**src/rtl/multi_ch_accum_pkg.sv**
```systemverilog
// Shared types and helpers for the multi-channel window accumulator.
//   state_t : controller states (IDLE, ACC, HOLD)
//   accw_f  : per-channel result width for a given sample width and window length
package multi_ch_accum_pkg;

   typedef enum logic [1:0] {
      IDLE = 2'd0,
      ACC  = 2'd1,
      HOLD = 2'd2
   } state_t;

   // A window of cges samples of (2^bits - 1) each is strictly below
   // 2^($clog2(cges) + bits), so this width can never wrap.
   function automatic int accw_f(input int bits, input int cges);
      return $clog2(cges) + bits;
   endfunction

endpackage

```
**src/rtl/multi_ch_accum_lane.sv**
```systemverilog
// One accumulator lane: sums zero-extended samples and latches the window total.
// Ports:
//   clk, reset_n : clock, asynchronous active-low reset
//   clear        : zero the running sum (result register is kept)
//   add_en       : add sample to the running sum
//   load_res     : register running sum + sample into result, zero the running sum
//   sample       : BITS-wide unsigned input sample
//   result       : ACCW-wide registered window total
module accum_lane #(
   parameter int BITS = 32,
   parameter int ACCW = 38
) (
   input  logic            clk,
   input  logic            reset_n,
   input  logic            clear,
   input  logic            add_en,
   input  logic            load_res,
   input  logic [BITS-1:0] sample,
   output logic [ACCW-1:0] result
);

   logic [ACCW-1:0] acc;
   logic [ACCW-1:0] sum;

   assign sum = acc + ACCW'(sample);

   always_ff @(posedge clk or negedge reset_n) begin
      if (!reset_n) begin
         acc    <= '0;
         result <= '0;
      end else if (clear) begin
         acc <= '0;
      end else if (load_res) begin
         result <= sum;
         acc    <= '0;
      end else if (add_en) begin
         acc <= sum;
      end
   end

endmodule

```
**src/rtl/multi_ch_accum.sv**
```systemverilog
// Multi-channel windowed accumulator. Each of CH lanes sums CGES accepted
// samples; the totals are presented together with a valid/ready handshake.
// Ports:
//   clk, reset_n : clock, asynchronous active-low reset
//   start        : begin a window (honoured in IDLE only)
//   fin          : abort to IDLE, overrides everything else in the cycle
//   mode         : 0 one-shot, 1 continuous; captured when a window starts
//   in_valid/in_ready/in_data   : sample-vector input handshake, lane k at [k*BITS +: BITS]
//   out_valid/out_ready/result  : result-vector output handshake, lane k at [k*ACCW +: ACCW]
//   busy         : controller not in IDLE
//   count        : samples accepted so far in the current window
//
// state | meaning
// ------+------------------------------------------------------------
// IDLE  | waiting for start; no window open
// ACC   | accepting samples; continuous mode stays here across windows
// HOLD  | one-shot window finished, waiting for the result to be taken
module multi_ch_accum
   import multi_ch_accum_pkg::*;
#(
   parameter  int BITS = 32,
   parameter  int CGES = 50,
   parameter  int CH   = 4,
   localparam int ACCW = accw_f(BITS, CGES),
   localparam int CW   = $clog2(CGES)
) (
   input  logic               clk,
   input  logic               reset_n,
   input  logic               start,
   input  logic               fin,
   input  logic               mode,
   input  logic               in_valid,
   input  logic [CH*BITS-1:0] in_data,
   output logic               in_ready,
   output logic               out_valid,
   input  logic               out_ready,
   output logic [CH*ACCW-1:0] result,
   output logic               busy,
   output logic [CW-1:0]      count
);

   state_t state, state_nxt;
   logic   mode_q;
   logic   start_acc;
   logic   accept;
   logic   last;
   logic   handshake;
   logic   lane_clr;

   assign start_acc = (state == IDLE) && start && !fin;
   // A result that has not been taken blocks input; fin also blocks input so
   // an upstream producer never sees a sample it offered during abort as taken.
   assign in_ready  = (state == ACC) && !fin && !(out_valid && !out_ready);
   assign accept    = in_valid && in_ready;
   assign last      = accept && (count == CW'(CGES - 1));
   assign handshake = out_valid && out_ready;
   assign lane_clr  = fin || start_acc;
   assign busy      = (state != IDLE);

   always_comb begin
      state_nxt = state;
      case (state)
         IDLE:    if (start_acc) state_nxt = ACC;
         ACC:     if (last && !mode_q) state_nxt = HOLD;
         HOLD:    if (handshake) state_nxt = IDLE;
         default: state_nxt = IDLE;
      endcase
      if (fin) state_nxt = IDLE;
   end

   always_ff @(posedge clk or negedge reset_n) begin
      if (!reset_n) begin
         state     <= IDLE;
         mode_q    <= 1'b0;
         count     <= '0;
         out_valid <= 1'b0;
      end else begin
         state <= state_nxt;

         if (start_acc) mode_q <= mode;

         if (fin || start_acc || last) count <= '0;
         else if (accept)              count <= count + CW'(1);

         // A new result landing on the same edge as a handshake keeps valid set.
         if (fin)            out_valid <= 1'b0;
         else if (last)      out_valid <= 1'b1;
         else if (handshake) out_valid <= 1'b0;
      end
   end

   for (genvar k = 0; k < CH; k++) begin : g_lane
      accum_lane #(
         .BITS (BITS),
         .ACCW (ACCW)
      ) u_lane (
         .clk      (clk),
         .reset_n  (reset_n),
         .clear    (lane_clr),
         .add_en   (accept && !last),
         .load_res (last),
         .sample   (in_data[k*BITS +: BITS]),
         .result   (result[k*ACCW +: ACCW])
      );
   end

endmodule

```
**config.mk**
```make
export PLATFORM = sky130hd
export DESIGN_NAME = multi_ch_accum
export DESIGN_NICKNAME = d
export VERILOG_FILES = /design/src/rtl/multi_ch_accum_pkg.sv /design/src/rtl/multi_ch_accum_lane.sv /design/src/rtl/multi_ch_accum.sv
export SDC_FILE = /design/constraint.sdc
export NUM_CORES = 1
export LEC_CHECK = 0
export BUFFER_PORTS_ARGS = -buffer_cell sky130_fd_sc_hd__buf_4
export CAP_MARGIN = 30
export CORE_MARGIN = 2
export CORE_UTILIZATION = 40
export DETAILED_ROUTE_END_ITERATION = 12
export PLACE_DENSITY = 0.69
export REMOVE_ABC_BUFFERS = 1
export SYNTH_ARGS = -nofsm -noshare
export SYNTH_HDL_FRONTEND = slang
export SYNTH_HIERARCHICAL = 1
export SYNTH_SLANG_ARGS = --single-unit
```
**constraint.sdc**
```tcl
create_clock -name clk -period 6 [get_ports clk]
set_input_delay 0.3 -clock clk [delete_from_list [all_inputs] [get_ports clk]]
set_output_delay 0.3 -clock clk [all_outputs]
set_load 0.05 [all_outputs]
```
== Word level (Yosys, flattened, before mapping) ==
Cells that the tools add are included.

* Memory bits (writable): 0
* Word-level logic and storage cells: 70
* Latch bits: 0
* Input bits: 135
* Bits in read-only memories: 0
* Output and inout bits: 161
* Memories kept: 0
* Bits in registers: 314

* Multiplexer cells: 22
* Reduce and logical (&&, ||, !) cells: 24
* Divide/modulo/power cells: 0
* Order comparisons: 0
* Bitwise gates (word level): 1
* Add/sub/neg operators: 5
* Multipliers: 0
* Equality and inequality tests: 6
* Shift-type cells: 0

{| class="wikitable"
|+ Operators with widths
! operator !! count
|-
| $mux 38 || 12
|-
| $add 38x32->38 || 4
|-
| $mux 6 || 2
|-
| $logic_and 1x1->1 || 10
|-
| $mux 2 || 4
|-
| $add 6x1->6 const B || 1
|-
| $eq 6x6->1 const B || 1
|-
| $ne 3x3->1 const B || 2
|-
| $pmux 2 s3 || 1
|-
| $reduce_bool 3->1 || 2
|-
| $logic_not 1->1 || 5
|-
| $reduce_bool 2->1 || 2
|-
| $mux 1 || 3
|-
| $ne 3x2->1 const B || 1
|-
| $reduce_and 3->1 || 1
|-
| $eq 2x1->1 const B || 1
|-
| $eq 2x2->1 const B || 1
|-
| $logic_not 2->1 || 1
|-
| $logic_or 1x1->1 || 2
|-
| $reduce_and 2->1 || 1
|-
| $not 1->1 || 1
|}

== Longest topological paths before layout ==
Gate-level depths: netlist of run 1.

* Depth in word-level cells: 11
* Depth in mapped cells: 12
* Mapped depth without buffers: 11

== Cells and area by module ==
The synthesis of run 1 kept the hierarchy.

{| class="wikitable"
|+ By module, submodules not included
! module !! area each (um^2) !! cells an instance !! instances !! seq. area each (um^2)
|-
| accum_lane (g_lane[0].u_lane ...) || 4,973.5 || 573 || 2 || 1,901.8
|-
| accum_lane (g_lane[2].u_lane ...) || 4,858.4 || 547 || 2 || 1,901.8
|-
| multi_ch_accum || 563.0 || 55 || 1 || 250.2
|}

== Least setup slack after synthesis of run 1 ==
OpenSTA, ideal clock, no wires.

* Kind: register -> register
* From: register g_lane[2].u_lane.acc[0]
* To: register g_lane[2].u_lane.result[36]
* Setup time: 0.142 ns
* Arrival time: 2.560 ns
* Data required time: 5.858 ns
* Period minus slack after synthesis: 2.702 ns
* Stages on the path, launching flop included: 13
* Path slack: 3.298 ns
* Path buffers: 1
* Cell sequence: dfrtp_1 ha_1 fa_1 a21oi_1 o211ai_1 a211oi_2 o211ai_2 a21oi_2 o21ai_2 a221oi_2 buf_6 or3_1 a31oi_1

* Cells in the longest elaborated chain, start to end: 1

{| class="wikitable"
|+ Ends and longest elaborated chain
! what !! RTL line !! text
|-
| start, declared || multi_ch_accum_lane.sv:22 || <nowiki>logic [ACCW-1:0] acc;</nowiki>
|-
| start signal, assigned || multi_ch_accum_lane.sv:37 || <nowiki>acc <= sum;</nowiki>
|-
| $add 38x32->38 || multi_ch_accum_lane.sv:25 || <nowiki>assign sum = acc + ACCW'(sample);</nowiki>
|-
| end signal, assigned || multi_ch_accum_lane.sv:34 || <nowiki>result <= sum;</nowiki>
|-
| end, declared || multi_ch_accum_lane.sv:19 || <nowiki>output logic [ACCW-1:0] result</nowiki>
|}

Every way passes these cells.
A chain may end at the register's enable or synchronous reset.

== Final worst setup path of run 1 ==
* From: register g_lane[2].u_lane.acc[0]
* To: register g_lane[2].u_lane.acc[34]

* Cells in the longest elaborated chain, start to end: 4

{| class="wikitable"
|+ Ends and longest elaborated chain
! what !! RTL line !! text
|-
| $add 38x32->38 || multi_ch_accum_lane.sv:25 ||
|-
| $mux 38 || multi_ch_accum_lane.sv:36 || <nowiki>end else if (add_en) begin</nowiki>
|-
| $mux 38 || multi_ch_accum_lane.sv:33 || <nowiki>end else if (load_res) begin</nowiki>
|-
| $mux 38 || multi_ch_accum_lane.sv:31 || <nowiki>end else if (clear) begin</nowiki>
|}

Every way passes these cells. The select of a mux whose other input is x is not followed.

==> summary.md, run 1 <==
| Metric | Value |
|---|---|
| Layout cells sized above 1 | `0.183` |
| Final GP Congestion | `0.916` |
| YS warnings | `6` |
| Worst-skew pair later-pin latency | `570 ps` |
| Most frequent cells in the layout | `324 x nand2_1, 314 x dfrtp_1, 308 x buf_4` |
| Sw Ratio | `0.262` |
| Total grt overflow | `0` |
| Critical path data required time | `6470 ps` |
| First-pass GRT wire length | `92.8 mm` |
| CTS tree | `done` |
| Mapped cell area | `20,200 µm²` |
| Most used DFF post-synth | `dfrtp_1` |
| Setup crit end kind | `flip-flop` |
| Post-synthesis to final-layout area growth | `20.3%` |
| Largest net degree at the start of global routing | `157` |
| Worst-Margin Slew | `940 ps` |
| Vias/cell | `5.48` |
| IO Port Bufs | `295` |
| Worst VDD drop | `0.180 mV` |
| Pwr Density | `216 nW/µm²` |
| Layout Nets | `2,808` |
| HP Start | `out_ready` |
| I/O pins | `about 300` |
| Setup TNS | `0 ps` |
| Internal | `3.87 mW` |
| Part of the power in the clock network | `0.468` |
| Avg Cell Area, Syn | `8.81 µm²` |
| Initial antenna violation count | `0` |
| Largest cells by area after synthesis | `dfrtp_1 39%, ha_1 8.0%, nand2_1 6.0%` |
| Yosys reg bits | `314` |
| Min-delay worst type | `in -> reg` |
| Worst Clk Skew | `23.9 ps` |
| Register clock-pin slew on the reported worst setup and hold paths | `60 ps` |
| Residual DRC count | `0` |
| Final hold violations | `0` |
| Crit-path max FO | `11` |
| Final HPWL DP | `between 40 and 50 mm` |
| Die area | `52,400 µm²` |
| Crit path kind | `reg -> reg` |
| CTS Buf Count | `39` |
| Chip Width | `229 µm` |
| Max Root-Sink Buffers | `3` |
| LEAKAGE | `11.3 nW` |
| Core Region | `50,100 µm²` |
| Site Rows | `roughly 80` |
| First-pass detailed-route iteration total | `7` |
| Syn Inst Count | `around 2,300` |
| Max-Cap Viols | `0` |
| Synth area leader | `dfrtp_1` |
| WL/cell | `17.5 µm` |
| Initial Utilization | `0.404` |
| Clk root buf | `clkbuf_16` |
| RSZ-0062 raised after global routing | `no` |
| Total Routing Usage GR | `0.215` |
| Via count | `~18,000` |
| Height of the die | `~230 µm` |
| Tcrit/Tclk final | `0.565` |
| Netlist cell types | `83` |
| Ant diodes | `0` |
| Most common cell after layout, fill and taps aside | `nand2_1` |
| Max frequency | `295 MHz` |
| Setup violations, final | `0` |
| Power consumption | `5.25 mW` |
| H-tree levels | `2` |
| Crit path time final | `3390 ps` |
| Flop pwr share | `0.410` |
| Run status | `finished clean` |
| Clock sinks | `314` |
| Synth async-reset ratio | `1.00` |
| Post-synthesis sequential area ratio | `0.388` |
| Slew margin rel. | `0.373` |
| Worst Setup SP | `g_lane[2].u_lane/acc[0]$_DFFE_PN0P_` |
| Switch Pwr | `1.37 mW` |
| Number of global-route vias before repair | `17,700` |
| Synth top area share | `0.388` |
| Number of synthesized flops with an enable pin | `0` |
| DRT iter0 DRCs | `1,171` |
| DRT antenna net count | `0` |
| Final WL | `between 50 and 60 mm` |
| Count of pins over their slew limit | `0` |
| Launching point of the worst reg2reg path | `g_lane[2].u_lane/acc[0]$_DFFE_PN0P_` |
| Logic pwr share | `0.122` |
| Critical Path AT | `3860 ps` |
| Crit start category | `flip-flop` |
final timing paths:
path,endpoint,slack (ps),depth (start not counted)
setup / recovery,g_lane[2].u_lane/acc[34]$_DFFE_PN0P_,2610,11
min in group asynchronous,g_lane[1].u_lane/acc[21]$_DFFE_PN0P_,420,2
hold reg to reg,g_lane[3].u_lane/result[27]$_DFFE_PN0P_,470,2
hold / removal,state[1]$_DFFE_PN0P_,60,4
max in group asynchronous,g_lane[2].u_lane/acc[15]$_DFFE_PN0P_,4190,3
setup reg to reg,g_lane[2].u_lane/acc[34]$_DFFE_PN0P_,2610,11
layout make-up:
class / count / area [µm²]
well taps: 672 / 841
fillers: 4788 / 25700
inverters: 55 / 209
clock inverters: 13 / 190
repair buffers: 316 / 2440
multi-input cells: 1813 / 11700
flip-flops and latches: 314 / 7860
clock buffers: 58 / 1150
stage by stage:
| stage | hold WS [ps] | cell area (µm²) | cells | worst slack [ps] | util |
|---|---|---|---|---|---|
| 6_report | 64.6 | 24300 | 3241 | 2610 | 0.486 |
| 4_1_cts | 37.3 | 24300 | 3240 | 2430 | 0.486 |
| 3_3_place_gp | 437 | 22900 | 3164 | 2550 | 0.457 |
| 2_1_floorplan | 4.41 | 19700 | 2182 | 222 | - |
| 5_1_grt | 77.8 | 24300 | 3241 | 2270 | 0.486 |
| 3_5_place_dp | 439 | 22900 | 3166 | 2450 | 0.458 |
sequential cells by signal (all words and copies together), names as in the netlist:
| signal | flops |
|---|---|
| mode_q | 1 |
| count | 6 |
| g_lane.u_lane/acc | 152 |
| state | 2 |
| g_lane.u_lane/result | 152 |
| out_valid | 1 |
metal layers:
layer  up-vias  global-route usage  part of all wire
met5         -                   0                 0
li1       8668                   -                 -
met1      8545               0.288              0.45
met3       101              0.0301             0.044
met2       436               0.359              0.47
met4         0              0.0718             0.027
synth_stat cells, drive strengths merged, types with 6 or more instances:
master	n
or3	30
buf	31
nor2	175
and2	31
nor4	8
a21boi	12
mux2	9
xnor2	74
nor3	14
dfrtp	314
mux2i	24
a221oi	10
a21o	31
or4	6
o21bai	18
or2	10
nand4	35
a211oi	28
o21ai	236
a31oi	28
nand3	69
nand2	328
nor2b	46
a311oi	7
and3	27
o21a	69
a21oi	178
inv	51
nand3b	9
o31ai	16
o211ai	24
clkbuf	82
ha	130
xor2	56
nand2b	14
cell families after synthesis:
group | after synthesis | synth area share
AND/OR/NAND/NOR | 817 | 0.192
AO/OA/AOI/OAI | 699 | 0.226
flip-flops | 314 | 0.388
buffers and inverters | 168 | 0.0364
adder cells (fa/ha/maj) | 134 | 0.0844
XOR/XNOR | 130 | 0.0563
multiplexers | 33 | 0.0169
what timing repair did:
item | CTS | global route
setup buffers | 0 | 0
hold endpoints to repair | 112 | 0
gates resized for setup | 0 | 0
hold buffers | 3 | 0
worst max-delay path: stages (launching register included):
cell,delay (ps)
dfrtp_1,380
ha_1,210
fa_1,400
a21oi_1,230
o211ai_1,140
a211oi_2,430
o211ai_2,170
a21oi_2,220
o21ai_2,90
a221oi_2,620
o21ai_0,220
a21oi_1,170
power groups by stage:
| stage | clock [mW] | combinational [mW] | sequential (mW) |
|---|---|---|---|
| global route | 2.61 | 0.708 | 2.15 |
| CTS | 2.53 | 0.638 | 2.15 |
| detailed placement | 0 | 0.633 | 2.19 |
| finish | 2.46 | 0.638 | 2.15 |
| global placement | 0 | 0.621 | 2.19 |
| floorplan | 0 | 0.376 | 2.19 |
Note: power is estimated with default switching activity, not from simulation.
==> run 2, diff against run 1 <==
==> constraint.sdc (replaced) <==
create_clock -name clk -period 3.55 [get_ports clk]
set_input_delay 0.1775 -clock clk [delete_from_list [all_inputs] [get_ports clk]]
set_output_delay 0.1775 -clock clk [all_outputs]
set_load 0.05 [all_outputs]
==> summary.md, run 2 (synthesis gave the netlist of run 1 again) <==
| Metric | Value |
|---|---|
| Worst VDD drop | `0.412 mV (+130%)` |
| Most frequent cells in the layout | `324 x nand2_1, 323 x buf_4, 314 x dfrtp_1` |
| Crit-path max FO | `11 (unchanged)` |
| Critical Path AT | `3690 ps (-170 ps)` |
| Post-synthesis to final-layout area growth | `21.1%` |
| Register clock-pin slew on the reported worst setup and hold paths | `60 ps (about the same)` |
| Worst-Margin Slew | `946 ps (+5.84 ps)` |
| Core Region | `50,100 µm² (unchanged)` |
| Worst-skew pair later-pin latency | `560 ps (about the same)` |
| Register area | `7860 µm² (unchanged)` |
| Final hold violations | `0 (unchanged)` |
| Largest delay share family, worst path | `compound AO/OA/AOI/OAI gates` |
| Clk root buf | `clkbuf_16` |
| Total Routing Usage GR | `0.215 (about the same)` |
| Residual DRC count | `0 (unchanged)` |
| Pwr Density | `357 nW/µm² (+65%)` |
| Post-CTS Resized | `0 (unchanged)` |
| Final WL | `56.8 mm (about the same)` |
| Die area | `52,400 µm² (unchanged)` |
| Site Rows | `82 (unchanged)` |
| RSZ-0062 raised after global routing | `no` |
| Crit path time final | `3230 ps (-167 ps)` |
| Worst Clk Skew | `20.3 ps (-3.60 ps)` |
| DRT iter0 DRCs | `1,076 (-8.1%)` |
| I/O pins | `296 (unchanged)` |
| CP max stage cell | `a221oi_2` |
| Max frequency | `310 MHz (+5.2%)` |
| Layout cells sized above 1 | `0.188 (+0.00593)` |
| Setup crit end kind | `flip-flop` |
| DRT antenna net count | `0 (unchanged)` |
| WL/cell | `17.4 µm (-0.72%)` |
| Critical path data required time | `4020 ps (-2450 ps)` |
| Tcrit/Tclk final | `0.909 (+0.343)` |
| Layout Nets | `2,831 (+0.82%)` |
| First-pass GRT wire length | `92.4 mm (-0.42%)` |
| Initial antenna violation count | `0 (unchanged)` |
| Crit start category | `flip-flop` |
| Buffers & Inverters on Critical Path | `0 (unchanged)` |
| IO Port Bufs | `295 (unchanged)` |
| LEAKAGE | `11.4 nW (+0.89%)` |
| Worst setup margin | `325 ps (-2280 ps)` |
| Max-Cap Viols | `0 (unchanged)` |
| H-tree levels | `2 (unchanged)` |
| Final hold slack | `70.3 ps (+5.71 ps)` |
| Slew margin rel. | `0.369 (-0.00389)` |
| Min-delay worst type | `in -> reg` |
| Area taken by multi-input logic gates | `11,700 µm² (unchanged)` |
| Count of pins over their slew limit | `0 (unchanged)` |
| Area after DPL | `23,100 µm² (+0.75%)` |
| CTS tree | `done` |
| CTS Buf Count | `38 (-2.6%)` |
| Slowest stage delay, CP | `570 ps (-50 ps)` |
| Height of the die | `229 µm (unchanged)` |
| Chip Width | `229 µm (unchanged)` |
| Vias/cell | `5.46 (-0.32%)` |
| Most common cell after layout, fill and taps aside | `nand2_1` |
| Power consumption | `8.74 mW (+66%)` |
| Number of global-route vias before repair | `17,800 (+0.48%)` |
| Via count | `17,800 (+0.33%)` |
| CP Cell Sequence | `ha_1, fa_1, a21oi_1, o211ai_1, a211oi_2, o211ai_2, a21oi_2, o21ai_2, a221oi_2, o21ai_0, a31oi_1` |
| Layout fillers | `4,755 (-0.69%)` |
| Crit path kind | `reg -> reg` |
| Total grt overflow | `0 (unchanged)` |
| Clock sinks | `314 (unchanged)` |
| Run status | `finished clean` |
| Setup TNS | `0 ps (unchanged)` |
| First-pass detailed-route iteration total | `5 (-2)` |
| Design area | `24,500 µm² (+0.68%)` |
| Final HPWL DP | `42.1 mm (+3.0%)` |
| Hold-fix buffers, CTS | `10 (+7)` |
| Final GP Congestion | `0.910 (-0.62%)` |
| Initial Utilization | `0.404 (unchanged)` |
| Setup violations, final | `0 (unchanged)` |
| Setup bufs post-CTS | `0 (unchanged)` |
| Registers with the most flip-flops | `g_lane.u_lane/acc: 152 flops, g_lane.u_lane/result: 152 flops, count: 6 flops` |
| Pre-CTS setup slack | `347 ps (-2110 ps)` |
| Max Root-Sink Buffers | `3 (unchanged)` |
| Largest net degree at the start of global routing | `103 (-34%)` |
-- run 2: area by class of cell --
class / count / share of cell area
repair buffers: 340 / 0.109
well taps: 672 / 0.0343
flip-flops and latches: 314 / 0.321
multi-input cells: 1813 / 0.476
diodes: 1 / 0.000102
clock inverters: 15 / 0.00669
inverters: 55 / 0.00853
clock buffers: 52 / 0.0455
-- run 2: metal layers --
layer	vias up	wire length (µm)	GRT usage
li1	8730	-	-
met1	8537	25600	0.283
met2	448	26500	0.356
met3	93	2910	0.0352
met4	0	1780	0.0808
met5	-	0	0
-- run 2: per-stage QoR --
stage                util  instances
CTS                 0.489       3261
floorplan               -       2182
detailed placement  0.462       3184
global placement    0.462       3184
global route        0.489       3261
finish              0.489       3262
-- run 2: path summary, 6_finish.rpt --
| check | start | to | slack, ps | cells after the start |
|---|---|---|---|---|
| worst max-delay path | g_lane[2].u_lane/acc[0]$_DFFE_PN0P_ | g_lane[2].u_lane/result[34]$_DFFE_PN0P_ | 320 | 11 |
| worst min-delay path | in_data[0] | g_lane[0].u_lane/acc[0]$_DFFE_PN0P_ | 70 | 4 |
| worst max register to register | g_lane[2].u_lane/acc[0]$_DFFE_PN0P_ | g_lane[2].u_lane/result[34]$_DFFE_PN0P_ | 320 | 11 |
| worst min register to register | g_lane[1].u_lane/result[18]$_DFFE_PN0P_ | g_lane[1].u_lane/result[18]$_DFFE_PN0P_ | 480 | 2 |
| max in group asynchronous | reset_n | g_lane[3].u_lane/result[14]$_DFFE_PN0P_ | 2360 | 3 |
| min in group asynchronous | reset_n | g_lane[1].u_lane/result[21]$_DFFE_PN0P_ | 260 | 2 |
-- run 2: report_power, final --
part / internal [mW] / switching, mW
clock network: 2.41 / 1.59
registers: 3.61 / 0.0226
logic: 0.413 / 0.685
total: 6.44 / 2.30
-- run 2: tightest hold or removal path: cells and delay by family --
family / cells / cell delay [ps]
adder cells (fa/ha/maj): 1 / 150
buffers and inverters: 1 / 100
AND/OR/NAND/NOR: 1 / 80
multiplexers: 1 / 70
==> run 3, diff against run 2 <==
--- a/config.mk
+++ b/config.mk
@@ -7,10 +7,12 @@
 export LEC_CHECK = 0
 export BUFFER_PORTS_ARGS = -buffer_cell sky130_fd_sc_hd__buf_4
 export CAP_MARGIN = 30
+export CELL_PAD_IN_SITES_DETAIL_PLACEMENT = 0
+export CELL_PAD_IN_SITES_GLOBAL_PLACEMENT = 1
 export CORE_MARGIN = 2
-export CORE_UTILIZATION = 40
+export CORE_UTILIZATION = 32
 export DETAILED_ROUTE_END_ITERATION = 12
-export PLACE_DENSITY = 0.69
+export PLACE_DENSITY = 0.72
 export REMOVE_ABC_BUFFERS = 1
 export SYNTH_ARGS = -nofsm -noshare
 export SYNTH_HDL_FRONTEND = slang
==> summary.md, run 3 (synthesis gave the netlist of run 1 again) <==
| Metric | Value |
|---|---|
| DRT iter0 DRCs | `817 (-24%)` |
| Final HPWL DP | `45.0 mm (+7.0%)` |
| Sw Ratio | `0.264 (+0.00138)` |
| Worst-Margin Slew | `749 ps (-197 ps)` |
| Crit start category | `flip-flop` |
| Max Root-Sink Buffers | `3 (unchanged)` |
| Worst setup margin | `363 ps (+38.7 ps)` |
| Die area | `65,200 µm² (+25%)` |
| Most common cell after layout, fill and taps aside | `buf_4` |
| Most frequent cells in the layout | `325 x buf_4, 324 x nand2_1, 314 x dfrtp_1` |
| Total Routing Usage GR | `0.180 (-0.0347)` |
| Design area | `24,800 µm² (+1.3%)` |
| Worst-skew pair later-pin latency | `560 ps (about the same)` |
| Flop pwr share | `0.410 (-0.006)` |
| Setup crit end kind | `flip-flop` |
| Run status | `finished clean` |
| Clock sinks | `314 (unchanged)` |
| Tcrit/Tclk final | `0.898 (-0.0109)` |
| DRT antenna net count | `0 (unchanged)` |
| Final WL | `59.8 mm (+5.3%)` |
| Initial antenna violation count | `2 (+2)` |
| Via count | `17,600 (-1.3%)` |
| Slew margin rel. | `0.500 (+0.130)` |
| Layout cells sized above 1 | `0.188 (-0.000966)` |
| Vias/cell | `5.10 (-6.5%)` |
| IO Port Bufs | `295 (unchanged)` |
| Pre-CTS setup slack | `313 ps (-34.2 ps)` |
| Max-Cap Viols | `0 (unchanged)` |
| Count of pins over their slew limit | `0 (unchanged)` |
| First-pass detailed-route iteration total | `5 (unchanged)` |
| Worst VDD drop | `0.281 mV (-32%)` |
| Critical Path AT | `3650 ps (-40 ps)` |
| Part of the power in the clock network | `0.466 (+0.008)` |
| Site Rows | `92 (+12%)` |
| I/O pins | `296 (unchanged)` |
| Layout fillers | `6,439 (+35%)` |
| Final hold violations | `0 (unchanged)` |
| LEAKAGE | `11.4 nW (+0.43%)` |
| Setup bufs post-CTS | `0 (unchanged)` |
| Residual DRC count | `0 (unchanged)` |
| CTS Buf Count | `41 (+7.9%)` |
| Area after DPL | `23,400 µm² (+1.1%)` |
| Crit path time final | `3190 ps (-38.7 ps)` |
| Crit path kind | `reg -> reg` |
| WL/cell | `17.4 µm (-0.25%)` |
| Max frequency | `314 MHz (+1.2%)` |
| Register clock-pin slew on the reported worst setup and hold paths | `60 ps (about the same)` |
| Pwr Density | `358 nW/µm² (+0.35%)` |
| Internal | `6.53 mW (+1.4%)` |
| Registers with the most flip-flops | `g_lane.u_lane/acc: 152 flops, g_lane.u_lane/result: 152 flops, count: 6 flops` |
| Core Region | `62,700 µm² (+25%)` |
| Logic pwr share | `0.125 (about the same)` |
| Switch Pwr | `2.34 mW (+2.1%)` |
| RSZ-0062 raised after global routing | `no` |
| Initial Utilization | `0.322 (-0.0816)` |
| Crit-path max FO | `5 (-6)` |
| Setup violations, final | `0 (unchanged)` |
| First-pass GRT wire length | `97.0 mm (+5.0%)` |
| Critical path data required time | `4020 ps (about the same)` |
| Power consumption | `8.88 mW (+1.6%)` |
| Min-delay worst type | `in -> reg` |
| Clk root buf | `clkbuf_16` |
| Post-synthesis to final-layout area growth | `22.6%` |
| Chip Width | `255 µm (+12%)` |
| H-tree levels | `2 (unchanged)` |
| Height of the die | `255 µm (+12%)` |
| CTS tree | `done` |
| Final GP Congestion | `0.891 (-2.1%)` |
| Worst Clk Skew | `19.3 ps (-1.02 ps)` |
| Total grt overflow | `0 (unchanged)` |
| Largest net degree at the start of global routing | `81 (-21%)` |
| Layout Nets | `2,837 (+0.21%)` |
| Number of global-route vias before repair | `17,800 (+0.045%)` |
| Setup TNS | `0 ps (unchanged)` |
==> run 3: layout make-up <==
cell class	instances	area, µm²	area share
inverter	55	209	0.00842
antenna	1	2.50	0.000101
multi-input combinational	1813	11700	0.470
sequential	314	7860	0.317
clock buffer	63	1220	0.0492
clock inverter	9	101	0.00409
timing repair buffer	343	2700	0.109
tap	846	1060	0.0427
==> run 3: worst paths after layout <==
kind | from | end | slack (ps) | depth (start not counted)
hold / removal | in_data[97] | g_lane[3].u_lane/result[1]$_DFFE_PN0P_ | 50 | 4
setup / recovery | g_lane[3].u_lane/acc[4]$_DFFE_PN0P_ | g_lane[3].u_lane/acc[37]$_DFFE_PN0P_ | 360 | 10
min in group asynchronous | reset_n | g_lane[0].u_lane/result[23]$_DFFE_PN0P_ | 220 | 2
setup reg to reg | g_lane[3].u_lane/acc[4]$_DFFE_PN0P_ | g_lane[3].u_lane/acc[37]$_DFFE_PN0P_ | 360 | 10
hold reg to reg | g_lane[3].u_lane/result[3]$_DFFE_PN0P_ | g_lane[3].u_lane/result[3]$_DFFE_PN0P_ | 480 | 2
max in group asynchronous | reset_n | g_lane[0].u_lane/result[14]$_DFFE_PN0P_ | 2430 | 3
==> run 3: stage by stage <==
stage,utilization,cells,hold slack [ps]
finish,0.395,3444,51.3
global route,0.395,3444,51.1
CTS,0.395,3443,15.1
detailed placement,0.373,3361,236
global placement,0.373,3361,242
floorplan,-,2182,-118
==> run 3: per-layer routing <==
| metal | share of wire | global-route usage | vias to the layer above | wire (µm) |
|---|---|---|---|---|
| li1 | - | - | 8726 | - |
| met2 | 0.47 | 0.303 | 348 | 28300 |
| met3 | 0.045 | 0.0317 | 99 | 2680 |
| met1 | 0.46 | 0.237 | 8403 | 27300 |
| met4 | 0.025 | 0.0515 | 0 | 1470 |
| met5 | 0 | 0 | - | 0 |
==> run 3: critical path, stage by stage (launching register included) <==
cell and delay (ps):
dfrtp_1 380, ha_1 360, nand2_1 110, nor3b_1 630, o2111ai_1 230, o211ai_2 160, o221ai_1 260, a21oi_2 310
nand2_1 140, or3_1 360, a21oi_1 150
==> run 3: what timing repair did <==
item / in CTS / in global routing
endpoints found under the hold margin: 85 / 0
endpoints found under the setup margin: 0 / 1
hold buffers: 10 / 0
resized for setup: 0 / 1
==> run 3: power groups by stage <==
stage	Combinational, mW	Clock (mW)	Sequential [mW]
floorplan	0.636	0	3.70
global placement	1.10	0	3.70
detailed placement	1.10	0	3.70
CTS	1.12	4.29	3.64
global route	1.23	4.42	3.64
finish	1.11	4.13	3.64
